File: src/rtl/pipe_ctrl_if.sv
// Bundle of decode/execute/memory status seen by the pipeline controller and
// the stage control lines it drives back into the core.
interface pipe_ctrl_if #(
  parameter int XLEN       = 32,
  parameter int REG_ADDR_W = 5
);
  logic                  id_ctrl;
  logic [REG_ADDR_W-1:0] id_rs1;
  logic [REG_ADDR_W-1:0] id_rs2;
  logic                  id_rs1_used;
  logic                  id_rs2_used;
  logic                  ex_valid;
  logic                  ex_ctrl;
  logic                  ex_pc_jump;
  logic [XLEN-1:0]       ex_pc_jump_addr;
  logic                  ex_unpause;
  logic                  ex_flush;
  logic                  ex_mem_load_en;
  logic [REG_ADDR_W-1:0] ex_mem_load_regs_addr;
  logic [1:0]            ex_mem_store_mode;
  logic                  mem_ready;

  logic                  pc_jump;
  logic [XLEN-1:0]       pc_jump_addr;
  logic                  pause_pc;
  logic                  pause_if_id;
  logic                  pause_id_ex;
  logic                  bubble_id_ex;
  logic                  flush_if_id;
  logic                  flush_id_ex;
  logic                  mem_timeout_err;
  logic [1:0]            state;

  // Status/control lines are level signals sampled every cycle; there is no
  // valid/ready handshake on this bundle, ex_valid qualifies every EX field.
  modport master (
    output id_ctrl, id_rs1, id_rs2, id_rs1_used, id_rs2_used,
           ex_valid, ex_ctrl, ex_pc_jump, ex_pc_jump_addr, ex_unpause,
           ex_flush, ex_mem_load_en, ex_mem_load_regs_addr,
           ex_mem_store_mode, mem_ready,
    input  pc_jump, pc_jump_addr, pause_pc, pause_if_id, pause_id_ex,
           bubble_id_ex, flush_if_id, flush_id_ex, mem_timeout_err, state
  );

  modport slave (
    input  id_ctrl, id_rs1, id_rs2, id_rs1_used, id_rs2_used,
           ex_valid, ex_ctrl, ex_pc_jump, ex_pc_jump_addr, ex_unpause,
           ex_flush, ex_mem_load_en, ex_mem_load_regs_addr,
           ex_mem_store_mode, mem_ready,
    output pc_jump, pc_jump_addr, pause_pc, pause_if_id, pause_id_ex,
           bubble_id_ex, flush_if_id, flush_id_ex, mem_timeout_err, state
  );
endinterface

File: src/rtl/pipe_ctrl.sv
// Pipeline sequencing controller: resolves control, load-use and memory-wait
// hazards for the 5-stage core with one small FSM and combinational controls.
module pipe_ctrl #(
  parameter int XLEN        = 32,
  parameter int REG_ADDR_W  = 5,
  parameter int MEM_TIMEOUT = 16
) (
  input logic        clk,
  input logic        rst,
  pipe_ctrl_if.slave bus
);
  localparam int CNT_W = $clog2(MEM_TIMEOUT) + 1;
  localparam logic [CNT_W-1:0] CNT_MAX = CNT_W'(MEM_TIMEOUT);

  typedef enum logic [1:0] {
    RUN   = 2'd0,
    JWAIT = 2'd1,
    MWAIT = 2'd2,
    LUSE  = 2'd3
  } state_t;

  state_t           state_q;
  logic [CNT_W-1:0] cnt_q;
  logic             err_q;

  logic ex_fire, ex_mem, luse, flush, mem_stall;
  logic in_run, in_jwait, run_mwait, run_luse, jw_mwait, mw_hold;
  logic raw_pause_if_id, raw_pause_id_ex, raw_pause_pc, raw_flush_if_id;

  assign ex_fire   = bus.ex_valid & bus.ex_pc_jump;
  assign ex_mem    = bus.ex_valid & (bus.ex_mem_load_en | (bus.ex_mem_store_mode != 2'b00));
  assign mem_stall = ex_mem & ~bus.mem_ready;
  assign flush     = bus.ex_valid & (bus.ex_flush | bus.ex_pc_jump);
  assign luse      = bus.ex_valid & bus.ex_mem_load_en
                   & (bus.ex_mem_load_regs_addr != '0)
                   & ((bus.id_rs1_used & (bus.id_rs1 == bus.ex_mem_load_regs_addr))
                    | (bus.id_rs2_used & (bus.id_rs2 == bus.ex_mem_load_regs_addr)));

  // LUSE spends its stall at detection, so it behaves exactly like RUN.
  assign in_run    = (state_q == RUN) | (state_q == LUSE);
  assign in_jwait  = (state_q == JWAIT);
  assign run_mwait = in_run & ~flush & mem_stall;
  assign run_luse  = in_run & ~flush & ~mem_stall & luse;
  assign jw_mwait  = in_jwait & mem_stall;
  assign mw_hold   = (state_q == MWAIT) & ~bus.mem_ready & (cnt_q != CNT_MAX);

  assign raw_pause_pc    = run_mwait | run_luse | in_jwait | mw_hold;
  assign raw_pause_if_id = run_mwait | run_luse | jw_mwait | mw_hold;
  assign raw_pause_id_ex = run_mwait | jw_mwait | mw_hold;
  assign raw_flush_if_id = flush | in_jwait;

  // Outputs are forced low while rst is high; a flush beats pause/bubble.
  assign bus.pc_jump         = ~rst & ex_fire;
  assign bus.pc_jump_addr    = (~rst & ex_fire) ? bus.ex_pc_jump_addr : '0;
  assign bus.flush_if_id     = ~rst & raw_flush_if_id;
  assign bus.flush_id_ex     = ~rst & flush;
  assign bus.pause_pc        = ~rst & raw_pause_pc;
  assign bus.pause_if_id     = ~rst & raw_pause_if_id & ~raw_flush_if_id;
  assign bus.pause_id_ex     = ~rst & raw_pause_id_ex & ~flush;
  assign bus.bubble_id_ex    = ~rst & run_luse & ~flush;
  assign bus.mem_timeout_err = err_q;
  assign bus.state           = state_q;

  always_ff @(posedge clk or posedge rst) begin
    if (rst) begin
      state_q <= RUN;
      cnt_q   <= '0;
      err_q   <= 1'b0;
    end else begin
      case (state_q)
        RUN, LUSE: begin
          if (flush) begin
            state_q <= RUN;
          end else if (mem_stall) begin
            state_q <= MWAIT;
            cnt_q   <= CNT_W'(1);
          end else if (luse) begin
            state_q <= LUSE;
          end else if (bus.id_ctrl) begin
            state_q <= JWAIT;
          end else begin
            state_q <= RUN;
          end
        end
        JWAIT: begin
          if (mem_stall) begin
            state_q <= MWAIT;
            cnt_q   <= CNT_W'(1);
          end else if (bus.ex_valid & (bus.ex_ctrl | bus.ex_unpause)) begin
            state_q <= RUN;
          end
        end
        MWAIT: begin
          if (bus.mem_ready) begin
            state_q <= RUN;
            cnt_q   <= '0;
          end else if (cnt_q == CNT_MAX) begin
            state_q <= RUN;
            cnt_q   <= '0;
            err_q   <= 1'b1;
          end else begin
            cnt_q <= cnt_q + CNT_W'(1);
          end
        end
        default: state_q <= RUN;
      endcase
    end
  end
endmodule

File: src/flat_wrapper.sv
// flat-port wrapper written by rule: the top's interface ports become plain ports
module pipe_ctrl_flat 
#(
  parameter int XLEN        = 32,
  parameter int REG_ADDR_W  = 5,
  parameter int MEM_TIMEOUT = 16
)
  (clk, rst, bus_id_ctrl, bus_id_rs1, bus_id_rs2, bus_id_rs1_used, bus_id_rs2_used, bus_ex_valid, bus_ex_ctrl, bus_ex_pc_jump, bus_ex_pc_jump_addr, bus_ex_unpause, bus_ex_flush, bus_ex_mem_load_en, bus_ex_mem_load_regs_addr, bus_ex_mem_store_mode, bus_mem_ready, bus_pc_jump, bus_pc_jump_addr, bus_pause_pc, bus_pause_if_id, bus_pause_id_ex, bus_bubble_id_ex, bus_flush_if_id, bus_flush_id_ex, bus_mem_timeout_err, bus_state);
  pipe_ctrl_if #(.XLEN(XLEN), .REG_ADDR_W(REG_ADDR_W)) bus_i ();
  input logic clk;
  input logic rst;
  input wire logic [$bits(bus_i.id_ctrl)-1:0] bus_id_ctrl;
  input wire logic [$bits(bus_i.id_rs1)-1:0] bus_id_rs1;
  input wire logic [$bits(bus_i.id_rs2)-1:0] bus_id_rs2;
  input wire logic [$bits(bus_i.id_rs1_used)-1:0] bus_id_rs1_used;
  input wire logic [$bits(bus_i.id_rs2_used)-1:0] bus_id_rs2_used;
  input wire logic [$bits(bus_i.ex_valid)-1:0] bus_ex_valid;
  input wire logic [$bits(bus_i.ex_ctrl)-1:0] bus_ex_ctrl;
  input wire logic [$bits(bus_i.ex_pc_jump)-1:0] bus_ex_pc_jump;
  input wire logic [$bits(bus_i.ex_pc_jump_addr)-1:0] bus_ex_pc_jump_addr;
  input wire logic [$bits(bus_i.ex_unpause)-1:0] bus_ex_unpause;
  input wire logic [$bits(bus_i.ex_flush)-1:0] bus_ex_flush;
  input wire logic [$bits(bus_i.ex_mem_load_en)-1:0] bus_ex_mem_load_en;
  input wire logic [$bits(bus_i.ex_mem_load_regs_addr)-1:0] bus_ex_mem_load_regs_addr;
  input wire logic [$bits(bus_i.ex_mem_store_mode)-1:0] bus_ex_mem_store_mode;
  input wire logic [$bits(bus_i.mem_ready)-1:0] bus_mem_ready;
  output wire logic [$bits(bus_i.pc_jump)-1:0] bus_pc_jump;
  output wire logic [$bits(bus_i.pc_jump_addr)-1:0] bus_pc_jump_addr;
  output wire logic [$bits(bus_i.pause_pc)-1:0] bus_pause_pc;
  output wire logic [$bits(bus_i.pause_if_id)-1:0] bus_pause_if_id;
  output wire logic [$bits(bus_i.pause_id_ex)-1:0] bus_pause_id_ex;
  output wire logic [$bits(bus_i.bubble_id_ex)-1:0] bus_bubble_id_ex;
  output wire logic [$bits(bus_i.flush_if_id)-1:0] bus_flush_if_id;
  output wire logic [$bits(bus_i.flush_id_ex)-1:0] bus_flush_id_ex;
  output wire logic [$bits(bus_i.mem_timeout_err)-1:0] bus_mem_timeout_err;
  output wire logic [$bits(bus_i.state)-1:0] bus_state;
  assign bus_i.id_ctrl = bus_id_ctrl;
  assign bus_i.id_rs1 = bus_id_rs1;
  assign bus_i.id_rs2 = bus_id_rs2;
  assign bus_i.id_rs1_used = bus_id_rs1_used;
  assign bus_i.id_rs2_used = bus_id_rs2_used;
  assign bus_i.ex_valid = bus_ex_valid;
  assign bus_i.ex_ctrl = bus_ex_ctrl;
  assign bus_i.ex_pc_jump = bus_ex_pc_jump;
  assign bus_i.ex_pc_jump_addr = bus_ex_pc_jump_addr;
  assign bus_i.ex_unpause = bus_ex_unpause;
  assign bus_i.ex_flush = bus_ex_flush;
  assign bus_i.ex_mem_load_en = bus_ex_mem_load_en;
  assign bus_i.ex_mem_load_regs_addr = bus_ex_mem_load_regs_addr;
  assign bus_i.ex_mem_store_mode = bus_ex_mem_store_mode;
  assign bus_i.mem_ready = bus_mem_ready;
  assign bus_pc_jump = bus_i.pc_jump;
  assign bus_pc_jump_addr = bus_i.pc_jump_addr;
  assign bus_pause_pc = bus_i.pause_pc;
  assign bus_pause_if_id = bus_i.pause_if_id;
  assign bus_pause_id_ex = bus_i.pause_id_ex;
  assign bus_bubble_id_ex = bus_i.bubble_id_ex;
  assign bus_flush_if_id = bus_i.flush_if_id;
  assign bus_flush_id_ex = bus_i.flush_id_ex;
  assign bus_mem_timeout_err = bus_i.mem_timeout_err;
  assign bus_state = bus_i.state;
  pipe_ctrl #(.XLEN(XLEN), .REG_ADDR_W(REG_ADDR_W), .MEM_TIMEOUT(MEM_TIMEOUT)) u_core (.clk(clk), .rst(rst), .bus(bus_i));
endmodule
File: config.mk
export PLATFORM = sky130hd
export DESIGN_NAME = pipe_ctrl_flat
export DESIGN_NICKNAME = d
export VERILOG_FILES = /design/src/rtl/pipe_ctrl_if.sv /design/src/rtl/pipe_ctrl.sv /design/src/flat_wrapper.sv
export SDC_FILE = /design/constraint.sdc
export NUM_CORES = 1
export LEC_CHECK = 0
export CORE_AREA = 5 5 62 64
export DETAILED_ROUTE_END_ITERATION = 10
export DIE_AREA = 0 0 67 69
export PLACE_DENSITY = 0.85
export SLEW_MARGIN = 10
export SYNTH_ARGS = -nofsm -noshare
export SYNTH_HDL_FRONTEND = slang
export SYNTH_SLANG_ARGS = --single-unit
File: constraint.sdc
create_clock -name clk -period 3.25 [get_ports clk]
set_input_delay 0.65 -clock clk [delete_from_list [all_inputs] [get_ports clk]]
set_output_delay 0.65 -clock clk [all_outputs]
set_load 0.02 [all_outputs]
**Yosys cells after proc, flatten, opt, wreduce, memory -nomap -nowiden**

Cells that the tools add are included.

- Flip-flop bits (word level): 8
- Input bits: 61
- Output and inout bits: 42
- Word-level logic and storage cells: 80

- Add/sub/neg operators: 1
- Equal/unequal tests: 10
- Muxes and demuxes: 15
- Bitwise operators: 45
- Reductions and logical operators: 6

Operators by type and width:

| operator | number |
|---|---|
| 2-to-1 mux 32 bit | 1 |
| bitwise AND 1 bit | 27 |
| 2-to-1 mux 5 bit | 4 |
| one-hot mux 5 bit (3 select lines) | 1 |
| 2-to-1 mux 2 bit | 7 |
| OR 1 bit | 13 |
| == test 5 bit | 2 |
| one-hot mux 2 bit (3 select lines) | 1 |
| adder 5 x 1 -> 5 bit, second input constant | 1 |
| == test 5 bit, second input constant | 1 |
| inequality test 5 bit, second input constant | 1 |
| inverter 1 bit | 5 |
| nonzero test 5 bit | 1 |
| == test 2 bit, second input constant | 2 |
| inequality test 3 x 2 -> 1 bit, second input constant | 1 |
| inequality test 3 bit, second input constant | 1 |
| AND reduction 3 bit | 1 |
| == test 2 x 1 -> 1 bit, second input constant | 1 |
| logical NOT 2 bit | 1 |
| inequality test 2 bit, second input constant | 1 |
| AND reduction 2 bit | 1 |
| nonzero test 2 bit | 1 |
| OR reduction 2 bit | 1 |
| 2-to-1 mux 1 bit | 1 |

**Logic depth before layout (Yosys ltp)**

Gate-level depths: netlist of the first run.

- Depth after elaboration: 12
- Gate-level depth with buffers: 8
- Mapped depth without buffers: 7

**Worst setup path after synthesis of the first run**

Ideal clock, no wire load.

- Kind: input port to output port
- Start: in bus_ex_mem_load_regs_addr[4]
- End: out bus_pause_pc
- Data arrival time: 2058 ps
- Data required time: 2600 ps
- Path slack: 542 ps
- Stages: 4
- Path buffers: 0
- Cells stage by stage: xor2_1 -> nor4_2 -> a32oi_1 -> o41ai_1

- Word-level cells in the longest chain between the ends: 9
- Elaborated cells on any way between the ends: 13
- Those cells by class: eq/ne: 2; bitwise: 10; reduce/logical: 1

RTL lines:

| item | line | text |
|---|---|---|
| start, declared | flat_wrapper.sv:24 | `input wire logic [$bits(bus_i.ex_mem_load_regs_addr)-1:0] bus_ex_mem_load_regs_addr;` |
| == test 5 bit (on tied branches) | pipe_ctrl.sv:36, pipe_ctrl.sv:37 |  |
| bitwise AND 1 bit (on tied branches) | pipe_ctrl.sv:36, pipe_ctrl.sv:37 |  |
| OR 1 bit | pipe_ctrl.sv:37 | `\| (bus.id_rs2_used & (bus.id_rs2 == bus.ex_mem_load_regs_addr)));` |
| bitwise AND 1 bit * | pipe_ctrl.sv:36 | `& ((bus.id_rs1_used & (bus.id_rs1 == bus.ex_mem_load_regs_addr))` |
| bitwise AND 1 bit * | pipe_ctrl.sv:43 | `assign run_luse = in_run & ~flush & ~mem_stall & luse;` |
| OR 1 bit * (3 in series) | pipe_ctrl.sv:47 | `assign raw_pause_pc = run_mwait \| run_luse \| in_jwait \| mw_hold;` |
| bitwise AND 1 bit * | pipe_ctrl.sv:57 | `assign bus.pause_pc = ~rst & raw_pause_pc;` |
| end, declared | flat_wrapper.sv:29 | `output wire logic [$bits(bus_i.pause_pc)-1:0] bus_pause_pc;` |

Every way passes the cells marked *; elsewhere a longest branch is shown, timed or not.

**Worst setup path after layout of the first run**

- Start: in bus_ex_pc_jump
- End: out bus_pause_id_ex

- Word-level cells in the longest chain between the ends: 9

RTL lines:

| item | line | text |
|---|---|---|
| start, declared | flat_wrapper.sv:19 | `input wire logic [$bits(bus_i.ex_pc_jump)-1:0] bus_ex_pc_jump;` |
| OR 1 bit * | pipe_ctrl.sv:33 | `assign flush = bus.ex_valid & (bus.ex_flush \| bus.ex_pc_jump);` |
| bitwise AND 1 bit * | pipe_ctrl.sv:33 |  |
| inverter 1 bit * | pipe_ctrl.sv:42, pipe_ctrl.sv:59 |  |
| bitwise AND 1 bit (2 in series) | pipe_ctrl.sv:42 | `assign run_mwait = in_run & ~flush & mem_stall;` |
| OR 1 bit (2 in series) | pipe_ctrl.sv:49 | `assign raw_pause_id_ex = run_mwait \| jw_mwait \| mw_hold;` |
| bitwise AND 1 bit | pipe_ctrl.sv:59 | `assign bus.pause_id_ex = ~rst & raw_pause_id_ex & ~flush;` |
| bitwise AND 1 bit * | pipe_ctrl.sv:59 |  |
| end, declared | flat_wrapper.sv:31 | `output wire logic [$bits(bus_i.pause_id_ex)-1:0] bus_pause_id_ex;` |

Marked as above.

==> results of run 1 <==
[through the flow]
step           total power [mW]  std cells
5_1_grt                   0.563        286
6_report                  0.524        286
3_3_place_gp              0.439        282
3_5_place_dp              0.449        282
2_1_floorplan             0.278        123
4_1_cts                   0.528        286
[logic make-up after synthesis]
group	count (synthesis)	share of synthesized area [%]
fa+ha+maj	4	5.24
flops	8	20.9
buf+inv	12	5.50
xor+xnor	10	9.16
compound gates	29	21.1
simple gates	60	38.1
[repair_timing]
item                                    4_1_cts  5_1_grt
gates resized for setup                       3        7
endpoints found under the setup margin        4        3
endpoints found under the hold margin         0        0
buffers inserted                              1        0
pin swaps                                     1        0
[power breakdown]
part           internal [mW]  switching (mW)
registers              0.115          0.0172
logic                  0.173           0.139
clock network         0.0425          0.0377
[cell usage after synthesis]
cell	instances
o211ai_2	1
xor2_1	8
or3_1	1
nand2b_1	1
nand4_1	1
or3b_1	1
or2_4	1
nor3_1	3
nor2_1	2
o311a_1	1
o2111a_1	1
nor4bb_1	1
buf_6	1
o32a_1	1
o22ai_1	1
o211ai_1	1
nand2_1	6
o31ai_1	2
dfrtp_1	8
nor4_1	1
or4_1	1
ha_1	4
o41ai_1	1
a22o_1	1
a21oi_1	3
inv_1	8
and3_1	2
o21bai_1	1
nor2b_1	2
nand3_1	3
and2_1	33
nor4_2	1
o21ai_0	6
a21o_1	1
o21ai_1	5
a31o_2	2
a32oi_1	1
xnor2_1	2
clkbuf_1	3
[flip-flops by register name, summed over array words and instances (netlist names)]
name,flops
u_core.bus.mem_timeout_err,1
u_core.bus.state,2
u_core.cnt_q,5
[metal layers]
metal | global-route usage, % | part of all wire [%]
met5 | 0 | 0
met4 | 2.93 | 0.44
met3 | 6.82 | 10
met2 | 33.3 | 52
met1 | 17.6 | 37
[worst reg2reg max path: cells and delay by family, from the launching register on]
family | cells | cell delay, ns
adders and majority gates | 1 | 0.20
AOI/OAI and AO/OA | 1 | 0.23
DFF | 1 | 0.39
buffers and inverters | 2 | 0.27
and+or+nand+nor | 3 | 0.80
[final timing paths]
kind	end	cells past startpoint	startpoint	slack, ns
worst max-delay path	bus_pause_id_ex	7	bus_ex_pc_jump	0.08
worst min-delay path	u_core.bus.mem_timeout_err	1	u_core.bus.mem_timeout_err	0.47
worst max register to register	u_core.cnt_q[4]	7	u_core.cnt_q[0]	1.27
worst min register to register	u_core.bus.mem_timeout_err	1	u_core.bus.mem_timeout_err	0.47
max in group asynchronous	u_core.bus.state[0]	3	rst	2.26
min in group asynchronous	u_core.bus.mem_timeout_err	3	rst	0.84
[area by class of cell]
| type | instances | area, um^2 |
|---|---|---|
| Tap cell | 46 | 57.6 |
| Timing Repair Buffer | 118 | 1140 |
| Clock buffer | 3 | 22.5 |
| Sequential cell | 8 | 200 |
| Multi-Input combinational cell | 103 | 707 |
| Inverter | 8 | 30.0 |
| Fill cell | 271 | 1070 |
==> summary.txt, run 1 <==
# clock sinks: 8
Synth warn: 0
Actual slew at the worst max-slew pin: 0.385 ns
Worst path max stage delay: 0.61 ns
Grt ovf: 0
CP dominant cell by count: clkdlybuf4s50_1
H-tree Lvls: 1
Via density: 4.69
Worst slack at placement: -0.261 ns
Final worst-path cycle share: 97.6%
Die X: 67 um
Initial DRC Count: 59
CP max stage cell: clkdlybuf4s50_1
Most frequent cells in the layout: clkdlybuf4s50_1 (98), and2_1 (33), buf_4 (15)
Reported leakage power: 0.900 nW
DP Area: 2140 um^2
Routability cong.: 0.857
Core box area: 3230 um^2
Area share of the leading cell type in the synthesized netlist: 21.6%
DR pass1 iterations: 4
Post-Syn Nets: 188
Mapped Avg Cell Area: 7.77 um^2
Crit path time final: 3.17 ns
Final Skew: 0.00527 ns
Critical path class: input port to output pin
WL final: 4090 um
Power per cell area: 242 nW/um^2
CTS root buffer: clkbuf_4
Largest net degree at the start of global routing: 34
Slew headroom: 74.2%
CTS tree: built
Initial Util: 29.6%
Setup TNS: 0 ns
Post-synth top area cell: and2_1
DR DRC count: 0
Port Buf Inserts: 102
Fmax: 315 MHz
DR WL/cell: 14.3 um
DP HPWL: 3570 um
CP Capture Type: output pin
Total die area: 4620 um^2
First-pass GRT wire length: 6360 um
Status: finished, final reports clean
Clk_lat worst skew: 0.26 ns
Vias in the first global route: 1409
Post-route ant nets: 0
Initial antenna violation count: 0
Ports: 103
Post-CTS Hold Buffers: 0
CTS Buffer Depth: 2
Max FO, Critical Path: 4
Post-Syn Instances: 123
# diodes: 0
Commonest non-fill, non-tap cell in the layout: clkdlybuf4s50_1
Final hold viol count: 0
Crit path buffers/inverters: 3
PnR worst setup slack: 0.0780 ns
Site row count: 21
RSZ-0062 raised after global routing: false
# setup viols final: 0
Post-Syn Area: 956 um^2
Overall Global Routing Usage: 17.5%
Vert. Die Dim: 69 um
Slew Limit Fails: 0
Finished Core Util: 66.9%
Vias: 1342
Register area share after synthesis: 20.9%
Fin area: 2160 um^2
Count of cell types in the netlist: 39
Maximum vdd drop: 0.130 mV
Max Cap Viol: 0
Worst path cell trace: clkdlybuf4s50_1 > o21ai_2 > buf_4 > a21oi_1 > o21ai_0 > and3_1 > clkdlybuf4s50_1
CP Data Required Time: 2.60 ns
Flops & latches, synth: 8
Top cells by area, synth: and2_1 (22%), dfrtp_1 (21%), xor2_1 (7.3%), ha_1 (5.2%), o21ai_0 (3.1%)
Cts bufs inserted: 3
Clock-pin transition on the worst setup and hold timing paths: 0.06 ns
Worst path top cell family by delay: buffers and inverters
Nets: 307
Final hold slack: 0.470 ns
Layout cells sized above 1: 11.3%
Hold Path Class: register to register
WP data arrival: 2.52 ns
Layout area overhead: 126%
Critical path startpoint category: input port
(Power assumes the default switching activity.)
==> inputs of run 2 (changes only) <==
--- a/config.mk
+++ b/config.mk
@@ -9,6 +9,7 @@
 export DETAILED_ROUTE_END_ITERATION = 10
 export DIE_AREA = 0 0 67 69
 export PLACE_DENSITY = 0.85
+export RECOVER_POWER = 50
 export SLEW_MARGIN = 10
 export SYNTH_ARGS = -nofsm -noshare
 export SYNTH_HDL_FRONTEND = slang
==> run 2 against run 1 <==
Via count grew 0.67%. Worst setup slack improved by 0.0086 ns. Critical path depth did not move. Combinational power down 2%. Power fell by 1.0%. Die area stayed put. First-iteration DRC count is 32% higher. Cell count stayed put. Sequential share of layout area hardly changed. Flip-flop and latch count did not move. Maximum frequency grew 0.27%. Routed wire length grew 0.83%.
==> summary.txt, run 2 (synthesis gave the netlist of run 1 again) <==
Status: finished, final reports clean (unchanged)
Clk pwr share: 15.5% (was 15.3%)
Power per cell area: 241 nW/um^2 (was 242 nW/um^2)
Setup TNS: 0 ns (unchanged)
Actual slew at the worst max-slew pin: 0.440 ns (was 0.385 ns)
Via density: 4.72 (was 4.69)
WL final: 4120 um (was 4090 um)
Vert. Die Dim: 69 um (unchanged)
Vias in the first global route: 1409 (unchanged)
Reg area: 200 um^2 (unchanged)
Post-CTS Hold Buffers: 0 (unchanged)
Cts bufs inserted: 3 (unchanged)
Int Pwr: 0.325 mW (was 0.331 mW)
Multi-input logic area: 704 um^2 (was 707 um^2)
Non-Filler Instances: 286 (unchanged)
Initial DRC Count: 78 (was 59)
Reported leakage power: 0.908 nW (was 0.900 nW)
Max Cap Viol: 0 (unchanged)
DR DRC count: 0 (unchanged)
Die X: 67 um (unchanged)
Largest register FFs: 5 (unchanged)
CTS Buffer Depth: 2 (unchanged)
CP Capture Type: output pin (unchanged)
Final hold viol count: 0 (unchanged)
DP Cell Count: 282 (unchanged)
CTS root buffer: clkbuf_4 (unchanged)
Initial antenna violation count: 0 (unchanged)
Crit path buffers/inverters: 3 (unchanged)
Site row count: 21 (unchanged)
First-pass GRT wire length: 6360 um (unchanged)
CP max stage cell: clkdlybuf4s50_1 (unchanged)
Worst slack at placement: -0.261 ns (unchanged)
Switching share of power: 37.2% (was 36.9%)
Fmax: 316 MHz (was 315 MHz)
# setup viols final: 0 (unchanged)
DP HPWL: 3570 um (unchanged)
Maximum vdd drop: 0.130 mV (about the same)
Port Buf Inserts: 102 (unchanged)
H-tree Lvls: 1 (unchanged)
Worst path max stage delay: 0.46 ns (was 0.61 ns)
Clock-pin transition on the worst setup and hold timing paths: 0.06 ns (about the same)
Largest net degree at the start of global routing: 34 (unchanged)
Layout area overhead: 125% (was 126%)
Critical path class: input port to output pin (unchanged)
CTS tree: built (unchanged)
Ports: 103 (unchanged)
# clock sinks: 8 (unchanged)
Final Skew: 0.00555 ns (was 0.00527 ns)
Core box area: 3230 um^2 (unchanged)
Pwr Total: 0.519 mW (was 0.524 mW)
Seq pwr share: 25.5% (was 25.3%)
Crit path time final: 3.16 ns (was 3.17 ns)
Number of fillers in the final layout: 275 (was 271)
DR WL/cell: 14.4 um (was 14.3 um)
Worst path cell trace: clkdlybuf4s50_1 > xor2_1 > nor4_2 > a32oi_1 > buf_4 > nor3_1 > dlygate4sd2_1 (was clkdlybuf4s50_1 > o21ai_2 > buf_4 > a21oi_1 > o21ai_0 > and3_1 > clkdlybuf4s50_1)
Commonest non-fill, non-tap cell in the layout: clkdlybuf4s50_1 (unchanged)
Clk_lat worst skew: 0.26 ns (about the same)
Grt ovf: 0 (unchanged)
DP Area: 2140 um^2 (unchanged)
Total die area: 4620 um^2 (unchanged)
Most frequent cells in the layout: clkdlybuf4s50_1 (91), and2_1 (33), buf_4 (13) (was clkdlybuf4s50_1 (98), and2_1 (33), buf_4 (15))
Top reg by flops: u_core.cnt_q (unchanged)
Max FO, Critical Path: 3 (was 4)
Initial Util: 29.6% (unchanged)
RSZ-0062 raised after global routing: false (unchanged)
Finished Core Util: 66.6% (was 66.9%)
Vias: 1351 (was 1342)
Layout cells sized above 1: 10.0% (was 11.3%)
Slew headroom: 70.4% (was 74.2%)
Combinational power share: 59.0% (was 59.4%)
Fin area: 2150 um^2 (was 2160 um^2)
DR pass1 iterations: 8 (was 4)
CP Data Required Time: 2.60 ns (about the same)
Slew Limit Fails: 0 (unchanged)
Hold Path Class: register to register (unchanged)
Routability cong.: 0.857 (unchanged)
WP data arrival: 2.51 ns (was 2.52 ns)
PnR worst setup slack: 0.0866 ns (was 0.0780 ns)
Final worst-path cycle share: 97.3% (was 97.6%)
Final hold slack: 0.464 ns (was 0.470 ns)
Critical path startpoint category: input port (unchanged)
Nets: 307 (unchanged)
Worst path top cell family by delay: buffers and inverters (unchanged)
Switch Pwr: 0.193 mW (about the same)
Post-route ant nets: 0 (unchanged)
Overall Global Routing Usage: 17.5% (unchanged)
# diodes: 0 (unchanged)
## run 2: cell types whose count changed in the layout (fill, tap and decap cells not counted)
cell	before	now
or2_4	1	0
or2_0	0	1
o21ai_0	6	9
o21ai_1	4	1
clkbuf_1	0	2
clkdlybuf4s50_1	98	91
dlygate4sd3_1	0	7
buf_4	15	13
## run 2: path summary, 6_finish.rpt
check                                              from                         end  slack (ns)  cells after the start
min in group asynchronous                           rst             u_core.cnt_q[3]        0.95                      3
max                        bus_ex_mem_load_regs_addr[4]            bus_bubble_id_ex        0.09                      7
max reg2reg                             u_core.cnt_q[0]         u_core.bus.state[0]        1.16                      7
min                          u_core.bus.mem_timeout_err  u_core.bus.mem_timeout_err        0.46                      1
min reg2reg                  u_core.bus.mem_timeout_err  u_core.bus.mem_timeout_err        0.46                      1
max in group asynchronous                           rst             u_core.cnt_q[0]        2.16                      3
## run 2: metal layers
layer	track usage (%)	routed length [um]	vias up
met5	0	0	-
met3	6.82	452	4
li1	-	-	661
met4	2.93	27	0
met2	33.3	2160	81
met1	17.6	1480	605
## run 2: worst reg2reg max path, delay by kind of cell, from the launching register on
family | cells | cell delay (ns)
AND/OR/NAND/NOR | 2 | 0.61
adder cells (fa/ha/maj) | 1 | 0.15
AO/OA/AOI/OAI | 2 | 0.46
flip-flops | 1 | 0.41
buffers and inverters | 2 | 0.36
## run 2: power groups by stage
stage | logic, mW | registers [mW] | clock network [mW]
after floorplan | 0.142 | 0.136 | 0
after global placement | 0.305 | 0.133 | 0
after detailed placement | 0.315 | 0.134 | 0
after CTS | 0.314 | 0.132 | 0.0821
after global routing | 0.336 | 0.134 | 0.0869
final | 0.306 | 0.132 | 0.0802
## run 2: what timing repair did
item | CTS | global route
gates cloned | 0 | 0
endpoints found under the setup margin | 4 | 3
pin swaps | 1 | 0
setup buffers | 1 | 0
gates resized for setup | 3 | 7
## run 2: cell type report
| type | count | share of cell area [%] |
|---|---|---|
| repair buffers | 118 | 52.8 |
| well taps | 46 | 2.67 |
| clock buffers | 3 | 1.05 |
| multi-input cells | 103 | 32.7 |
| flip-flops and latches | 8 | 9.30 |
| inverters | 8 | 1.40 |
==> inputs of run 3 (changes only) <==
--- a/config.mk
+++ b/config.mk
@@ -5,10 +5,12 @@
 export SDC_FILE = /design/constraint.sdc
 export NUM_CORES = 1
 export LEC_CHECK = 0
-export CORE_AREA = 5 5 62 64
+export CELL_PAD_IN_SITES_DETAIL_PLACEMENT = 1
+export CELL_PAD_IN_SITES_GLOBAL_PLACEMENT = 1
+export CORE_AREA = 5 5 77 79
 export DETAILED_ROUTE_END_ITERATION = 10
-export DIE_AREA = 0 0 67 69
-export PLACE_DENSITY = 0.85
+export DIE_AREA = 0 0 82 84
+export PLACE_DENSITY_LB_ADDON = 0.1
 export RECOVER_POWER = 50
 export SLEW_MARGIN = 10
 export SYNTH_ARGS = -nofsm -noshare
==> run 3 against run 2 <==
Global-route usage fell by 4.0 points. Cell count rose by 8.7%. Routed wire length rose by 14%. Clock skew fell by 0.0019 ns. Register-to-register slack got worse by 0.05 ns. Combinational power rose by 1%. First-iteration DRC count fell by 46%. Power rose by 7.4%.
==> summary.txt, run 3 (synthesis gave the netlist of run 1 again) <==
Post-route ant nets: 0 (unchanged)
CP Data Required Time: 2.60 ns (about the same)
Final hold viol count: 0 (unchanged)
# clock sinks: 8 (unchanged)
Critical path class: input port to output pin (unchanged)
Final worst-path cycle share: 97.9% (was 97.3%)
Port Buf Inserts: 102 (unchanged)
CP max stage cell: clkdlybuf4s50_1 (unchanged)
Slew Limit Fails: 0 (unchanged)
Final hold slack: 0.464 ns (about the same)
Maximum vdd drop: 0.148 mV (was 0.130 mV)
Crit path buffers/inverters: 3 (unchanged)
DR DRC count: 0 (unchanged)
Nets: 306 (was 307)
Fmax: 314 MHz (was 316 MHz)
Clk_lat worst skew: 0.22 ns (was 0.26 ns)
DP Area: 2160 um^2 (was 2140 um^2)
CP Capture Type: output pin (unchanged)
Worst path cell trace: clkdlybuf4s50_1 > xor2_1 > nor4_2 > a32oi_2 > buf_4 > nor3_1 > clkdlybuf4s15_1 (was clkdlybuf4s50_1 > xor2_1 > nor4_2 > a32oi_1 > buf_4 > nor3_1 > dlygate4sd2_1)
Routability cong.: 0.842 (was 0.857)
Clock-pin transition on the worst setup and hold timing paths: 0.04 ns (was 0.06 ns)
Critical path depth in cells: 7 (unchanged)
PnR worst setup slack: 0.0683 ns (was 0.0866 ns)
Layout area overhead: 129% (was 125%)
Cts bufs inserted: 3 (unchanged)
DR WL/cell: 15.0 um (was 14.4 um)
Worst slack at placement: -0.348 ns (was -0.261 ns)
Power per cell area: 254 nW/um^2 (was 241 nW/um^2)
Vias in the first global route: 1565 (was 1409)
Initial DRC Count: 42 (was 78)
Max Cap Viol: 0 (unchanged)
CTS Buffer Depth: 2 (unchanged)
WL final: 4680 um (was 4120 um)
Worst path top cell family by delay: buffers and inverters (unchanged)
Vias: 1364 (was 1351)
Setup TNS: 0 ns (unchanged)
Reported leakage power: 0.897 nW (was 0.908 nW)
Vert. Die Dim: 84 um (was 69 um)
Number of fillers in the final layout: 655 (was 275)
Top reg by flops: u_core.cnt_q (unchanged)
Largest register FFs: 5 (unchanged)
Largest net degree at the start of global routing: 18 (was 34)
Ports: 103 (unchanged)
CTS root buffer: clkbuf_8 (was clkbuf_4)
# setup viols final: 0 (unchanged)
Via density: 4.39 (was 4.72)
Die X: 82 um (was 67 um)
DP Cell Count: 308 (was 282)
First-pass GRT wire length: 7400 um (was 6360 um)
# diodes: 0 (unchanged)
Critical path startpoint: bus_ex_mem_load_regs_addr[4] (unchanged)
Finished Core Util: 41.6% (was 66.6%)
Worst path max stage delay: 0.48 ns (was 0.46 ns)
DR pass1 iterations: 4 (was 8)
Core box area: 5270 um^2 (was 3230 um^2)
Total die area: 6890 um^2 (was 4620 um^2)
Commonest non-fill, non-tap cell in the layout: clkdlybuf4s50_1 (unchanged)
RR Endpoint: u_core.cnt_q[3] (was u_core.bus.state[0])
Status: finished, final reports clean (unchanged)
Max FO, Critical Path: 4 (was 3)
Hold Path Class: register to register (unchanged)
Pwr Total: 0.557 mW (was 0.519 mW)
H-tree Lvls: 1 (unchanged)
Initial Util: 18.1% (was 29.6%)
Most frequent cells in the layout: clkdlybuf4s50_1 (94), and2_1 (33), buf_4 (13) (was clkdlybuf4s50_1 (91), and2_1 (33), buf_4 (13))
Final Skew: 0.00363 ns (was 0.00555 ns)
Crit path time final: 3.18 ns (was 3.16 ns)
Hold Startpoint: u_core.bus.mem_timeout_err (unchanged)
Multi-input logic area: 714 um^2 (was 704 um^2)
Initial antenna violation count: 0 (unchanged)
Actual slew at the worst max-slew pin: 0.566 ns (was 0.440 ns)
WP data arrival: 2.53 ns (was 2.51 ns)
Non-Filler Instances: 311 (was 286)
Slew headroom: 62.3% (was 70.4%)
R2r startpoint: u_core.cnt_q[0] (unchanged)
Worst Setup EP: bus_bubble_id_ex (unchanged)
Reg area: 200 um^2 (unchanged)
DP HPWL: 4090 um (was 3570 um)
Overall Global Routing Usage: 13.6% (was 17.5%)
Site row count: 27 (was 21)
Critical path startpoint category: input port (unchanged)
Fin area: 2190 um^2 (was 2150 um^2)
Layout cells sized above 1: 10.5% (was 10.0%)
CTS tree: built (unchanged)
Reg2Reg Setup Slack: 1.11 ns (was 1.16 ns)
Worst r2r path cells: 7 (unchanged)
Grt ovf: 0 (unchanged)
-- run 3: changes by cell type in the layout (fill, tap and decap cells not counted), sizes merged --
cell,delta
clkdlybuf4s50,+3
dlygate4sd3,-3
buf,-1
clkdlybuf4s15,+1
dlymetal6s2s,-1
-- run 3: timing repair --
action	in CTS	in global routing
hold buffers	0	0
gates cloned	0	0
setup buffers	0	0
setup endpoints to repair	4	3
resized for setup	6	6
-- run 3: routing by layer --
layer  vias up  wire length, um  track usage [%]
met4         0               71             2.57
met2        88             2260             24.5
met3         7              652             7.13
met5         -                0                0
met1       608             1700             13.5
li1        661                -                -
-- run 3: layout make-up --
type	count	area share, %
multi-input combinational	103	32.6
tap	72	4.11
sequential	8	9.14
inverter	8	1.37
timing repair buffer	117	50.9
clock buffer	3	1.88
-- run 3: where the power goes --
group | switching, mW | total (mW) | internal (mW) | leakage (nW)
clock network | 0.0358 | 0.116 | 0.0800 | 0.0216
registers | 0.0159 | 0.131 | 0.116 | 0.107
logic | 0.143 | 0.310 | 0.167 | 0.768
total | 0.194 | 0.557 | 0.363 | 0.897
-- run 3: how the worst min path moves through the flow --
stage / end / cells past startpoint / slack [ns]
floorplan: u_core.cnt_q[4] / 1 / 0.44
global placement: u_core.cnt_q[4] / 1 / 0.46
detailed placement: u_core.bus.mem_timeout_err / 1 / 0.47
CTS: u_core.bus.mem_timeout_err / 1 / 0.48
global route: u_core.bus.mem_timeout_err / 1 / 0.49
finish: u_core.bus.mem_timeout_err / 1 / 0.46
